===== src/rtl/double_multiplier.sv =====
// rtl/double_multiplier.sv - four-operand IEEE-754 single product R = (A*B)*(C*D)
// One shared single-cycle fp multiplier is time-shared across MUL1..MUL3.
module double_multiplier (
    input  logic        clk,
    input  logic        rst,
    input  logic        ready,
    input  logic [31:0] op1,
    input  logic [31:0] op2,
    output logic [31:0] res,
    output logic        done
);

    typedef enum logic [2:0] {
        IDLE  = 3'd0,
        LOAD2 = 3'd1,
        MUL1  = 3'd2,
        MUL2  = 3'd3,
        MUL3  = 3'd4,
        DONE  = 3'd5
    } state_t;

    localparam logic [31:0] QNAN = 32'h7FC0_0000;

    state_t      state_q, state_d;
    logic [31:0] a_q, b_q, c_q, d_q;
    logic [31:0] p1_q, p2_q;
    logic [31:0] res_q;
    logic        done_q;
    logic [31:0] mul_x, mul_y, mul_r;

    // Flush-to-zero multiply with RNE rounding; no subnormal inputs or outputs.
    function automatic logic [31:0] fp_mul(input logic [31:0] x, input logic [31:0] y);
        logic               sign;
        logic [7:0]         ex, ey;
        logic [22:0]        fx, fy;
        logic               x_nan, y_nan, x_inf, y_inf, x_zero, y_zero;
        logic [47:0]        prod;
        logic [22:0]        frac;
        logic               g, r, s;
        logic [24:0]        sig_r;
        logic signed [9:0]  exp;
        logic [31:0]        out;

        sign   = x[31] ^ y[31];
        ex     = x[30:23];
        ey     = y[30:23];
        fx     = x[22:0];
        fy     = y[22:0];
        x_nan  = (ex == 8'hFF) && (fx != 23'd0);
        y_nan  = (ey == 8'hFF) && (fy != 23'd0);
        x_inf  = (ex == 8'hFF) && (fx == 23'd0);
        y_inf  = (ey == 8'hFF) && (fy == 23'd0);
        x_zero = (ex == 8'h00);
        y_zero = (ey == 8'h00);

        prod = {24'd0, 1'b1, fx} * {24'd0, 1'b1, fy};
        exp  = $signed({2'b00, ex}) + $signed({2'b00, ey}) - 10'sd127;

        if (prod[47]) begin
            exp  = exp + 10'sd1;
            frac = prod[46:24];
            g    = prod[23];
            r    = prod[22];
            s    = |prod[21:0];
        end else begin
            frac = prod[45:23];
            g    = prod[22];
            r    = prod[21];
            s    = |prod[20:0];
        end

        sig_r = {2'b01, frac} + {24'd0, g & (r | s | frac[0])};
        // A carry out of rounding leaves an all-zero fraction one binade up.
        if (sig_r[24]) begin
            exp  = exp + 10'sd1;
            frac = sig_r[23:1];
        end else begin
            frac = sig_r[22:0];
        end

        if (x_nan || y_nan) begin
            out = QNAN;
        end else if (x_inf || y_inf) begin
            out = (x_zero || y_zero) ? QNAN : {sign, 8'hFF, 23'd0};
        end else if (x_zero || y_zero) begin
            out = {sign, 31'd0};
        end else if (exp >= 10'sd255) begin
            out = {sign, 8'hFF, 23'd0};
        end else if (exp <= 10'sd0) begin
            out = {sign, 31'd0};
        end else begin
            out = {sign, exp[7:0], frac};
        end
        return out;
    endfunction

    always_comb begin
        mul_x = a_q;
        mul_y = b_q;
        case (state_q)
            MUL2: begin
                mul_x = c_q;
                mul_y = d_q;
            end
            MUL3: begin
                mul_x = p1_q;
                mul_y = p2_q;
            end
            default: ;
        endcase
        mul_r = fp_mul(mul_x, mul_y);
    end

    always_comb begin
        state_d = state_q;
        case (state_q)
            IDLE:    if (ready) state_d = LOAD2;
            LOAD2:   state_d = MUL1;
            MUL1:    state_d = MUL2;
            MUL2:    state_d = MUL3;
            MUL3:    state_d = DONE;
            DONE:    state_d = IDLE;
            default: state_d = IDLE;
        endcase
    end

    always_ff @(posedge clk) begin
        if (rst) begin
            state_q <= IDLE;
        end else begin
            state_q <= state_d;
        end
    end

    // done is registered from the DONE state, so it is seen the cycle after E5.
    always_ff @(posedge clk) begin
        if (rst) begin
            a_q    <= 32'd0;
            b_q    <= 32'd0;
            c_q    <= 32'd0;
            d_q    <= 32'd0;
            p1_q   <= 32'd0;
            p2_q   <= 32'd0;
            res_q  <= 32'd0;
            done_q <= 1'b0;
        end else begin
            done_q <= (state_q == DONE);
            if (state_q == IDLE && ready) begin
                a_q <= op1;
                b_q <= op2;
            end
            if (state_q == LOAD2) begin
                c_q <= op1;
                d_q <= op2;
            end
            if (state_q == MUL1) p1_q  <= mul_r;
            if (state_q == MUL2) p2_q  <= mul_r;
            if (state_q == MUL3) res_q <= mul_r;
        end
    end

    assign res  = res_q;
    assign done = done_q;

endmodule


===== config.mk =====
export PLATFORM = sky130hd
export DESIGN_NAME = double_multiplier
export DESIGN_NICKNAME = d
export VERILOG_FILES = /design/src/rtl/double_multiplier.sv
export SDC_FILE = /design/constraint.sdc
export NUM_CORES = 2
export LEC_CHECK = 0
export CORE_MARGIN = 2
export CORE_UTILIZATION = 55
export CTS_CLUSTER_SIZE = 8
export DETAILED_ROUTE_END_ITERATION = 12
export GPL_ROUTABILITY_DRIVEN = 0
export PLACE_DENSITY = 0.77
export SYNTH_ARGS = -nofsm -noshare
export SYNTH_HDL_FRONTEND = slang
export SYNTH_SLANG_ARGS = --single-unit
export TNS_END_PERCENT = 10

===== constraint.sdc =====
create_clock -name clk -period 26.6 [get_ports clk]
set_clock_uncertainty 0.1 [all_clocks]
set_input_delay 2.66 -clock clk [delete_from_list [all_inputs] [get_ports clk]]
set_output_delay 2.66 -clock clk [all_outputs]
set_load 0.1 [all_outputs]

==> metrics.cfg <==
[timing]
slew_headroom=0.1842
fmax_mhz=73.35
rsz0062_at_grt=false
finalHoldViolCount=0
final-setup-viol-count=0
min_period_ns=13.63
slew_viol_final=0
tightest_slew_ns=1.224
fin_crit_sh=0.5125
fin_setup_tns_ns=0

[die]
die_area_um2=57510
die_y_um=239.8
initial_core_util=0.5562
ios=100
core_um2=54990
die_w_um=239.8
row_count=86

[setup_path]
start_kind=flop
reg2reg_slack_ns=12.97
critPathKind=reg -> reg
end_kind=flop
endpoint=res[21]
crit_start=state_q[2]
r2r_start=state_q[2]
slowest_stage=o2111ai_1
worstPathArrival_ns=13.95
timing.rr.end=res[21]
cp_max_fo=60
slowest_delay_ns=0.80
required_ns=26.92
r2r_cells=38

[clock_tree]
cts-buffers-inserted=34
clk_path_buf_depth=3
cts_root_buffer=clkbuf_16
cts_tree=done
cts.sinks=228
post_cts.repair.setup_buffers=0
clk_latency_ns=0.52
clkSlewWorstSetupHoldPaths_ns=0.06
post_cts_resized=0
hold_buffers=0
cts-htree-levels=2

[synthesis]
synth-adder-area-share=0.3946
synth_edf_count=0
synth.top_cell.area_share=0.3162
ys_warn_count=0
synthMuxAreaShare=0.004296
synth-async-reset-ratio=0
synth_top_family_by_area=adder cells
netlist_area_um2=30580
synthSimpleGateAreaFrac=0.1964
syn-num-nets=4585
yosys.area.top_type=fa_1
synth-seq-cells=228
synth_area_leaders=fa_1 (32%), dfxtp_1 (15%), nand2_1 (9.4%), ha_1 (7.8%), inv_1 (7.4%)
synth_compound_area_frac=0.1267
synth_cells=3844
ys_types=100
synth_flop_cell=dfxtp_1
synth_area_per_cell_um2=7.956
synthXorXnorAreaFrac=0.02414
yosysSeqAreaShare=0.1492

[route]
drt_pass1_iterations=7
routedWlPerCell_um=20.93
antenna_left=0
via_per_inst=5.912
totalWireLength_um=95400
drt_iter0_drc=2839
drc_errors=0
vias=26950

[power]
power_density_nw_per_um2=47.59
leakage_uw=0.01486
irDropWorstVdd_uv=52.27
finalPower_uw=1573

[global_routing]
grt_pass1_vias=26900
grtUsageTotal=0.3396
grt_pass1_wl_um=150900
antenna_found_initial=1
grt_max_degree=109
overflow=0

[placed_design]
placed_area_um2=32120
hpwlAfterDp_um=71980
io_buffers=99

[layout]
area_growth_pct=8.092
final_net_count=4548
drive_above_1_share=0.03991
design_area_um2=33060

[job]
max_cap_viol_count=0

[worst_hold_path]
hp-class=reg -> reg

[run_status]
status=completed

-- how the worst min path moves through the flow --
stage / start / endpoint / slack [ns] / cells after the start
floorplan: p1_q[3] / p1_q[3] / 0.33 / 2
global placement: p1_q[3] / p1_q[3] / 0.33 / 2
detailed placement: a_q[22] / a_q[22] / 0.35 / 2
CTS: a_q[22] / a_q[22] / 0.35 / 2
global route: a_q[11] / a_q[11] / 0.37 / 2
finish: a_q[22] / a_q[22] / 0.35 / 2
-- through the flow --
stage               setup slack (ns)  utilization  std cells  hold slack, ns
detailed placement             13.29       0.5841       4519          0.3462
global placement               13.61       0.5841       4519          0.3337
finish                         12.97       0.6012       4559          0.3521
global route                   12.04       0.6011       4557          0.3674
CTS                            13.15       0.6011       4557          0.3532
floorplan                      14.46            -       3844          0.3254
-- power breakdown --
group,internal (µW),switching (µW),total [µW]
registers,361,11.1,373
logic,264,543,807
clock network,242,152,394
total,867,706,1570
-- sequential cells by signal, indices dropped and copies added, names as in the netlist --
name     flops
a_q         32
b_q         32
c_q         32
d_q         32
p1_q        32
p2_q        32
res         32
state_q      3
done         1
-- per-layer routing --
metal  vias up  part of all wire  track usage
li1      12040                 -            -
met1     13050              0.38       0.4401
met2      1520              0.45       0.5350
met3       335              0.11      0.08298
met4         2             0.061       0.1617
met5         -          0.000073            0
-- Yosys cell counts (4+ instances only) --
library cell and instances:
nand2_1 766, inv_1 604, fa_1 483, nor2_1 361, a21oi_1 284, dfxtp_1 228
ha_1 191, clkbuf_1 170, o21ai_0 59, xnor2_1 49, nand3_1 44, a211oi_1 38
a21o_1 32, nor3_1 32, nand4_1 30, a22o_1 29, xor2_1 29, buf_2 27
buf_1 25, a31oi_1 24, and2_1 21, and3_1 21, nand3b_1 21, nand2b_1 19
o211ai_1 16, o31ai_1 15, nor4_1 14, o21a_1 13, mux2i_1 12, and4_1 10
o21ai_1 10, o21bai_1 9, nor3b_1 8, or3_1 8, a21boi_0 7, nor2b_1 7
o32ai_1 7, o2111ai_1 6, o22ai_1 6, a311oi_1 4, buf_6 4, clkinv_1 4
or2_2 4
-- cell type report --
cell class	instances	area (µm²)
antenna	2	5.005
tap	748	935.9
fill	4836	21930
inverter	609	2286
sequential	228	4564
clock inverter	3	58.81
clock buffer	35	875.8
multi-input combinational	2781	22930
timing repair buffer	153	1398
-- layout by cell type (no fill, tap or decap), drive strengths merged, types with 13 or more instances in the layout --
master | netlist | routed
a21oi | 287 | 287
a22o | 29 | 29
clkdlybuf4s50 | 0 | 98
clkbuf | 170 | 35
o31ai | 15 | 15
nor3 | 33 | 33
xnor2 | 51 | 51
nand4 | 32 | 32
buf | 56 | 55
inv | 605 | 607
and2 | 21 | 21
a21o | 32 | 32
nand2b | 19 | 19
a211oi | 40 | 40
nor2 | 362 | 362
dfxtp | 228 | 228
a31oi | 26 | 26
o21ai | 70 | 70
nand3b | 21 | 21
nor4 | 15 | 15
o21a | 13 | 13
and3 | 22 | 22
nand3 | 45 | 45
ha | 191 | 191
nand2 | 766 | 766
fa | 483 | 483
o211ai | 16 | 16
xor2 | 29 | 29
-- logic make-up after synthesis --
logic type	count (synthesis)
AND/OR/NAND/NOR	1397
AO/OA/AOI/OAI	615
adder cells (fa/ha/maj)	675
XOR/XNOR	81
multiplexers	13
flip-flops	228
buffers and inverters	835
-- worst max-delay path, delay by kind of cell, from the launching register on --
| kind | cells | cell delay [ns] |
|---|---|---|
| AO/OA/AOI/OAI | 6 | 2.75 |
| adder cells (fa/ha/maj) | 9 | 4.10 |
| buffers and inverters | 11 | 2.65 |
| flip-flops | 1 | 0.50 |
| AND/OR/NAND/NOR | 12 | 3.33 |
(Power assumes the default switching activity.)
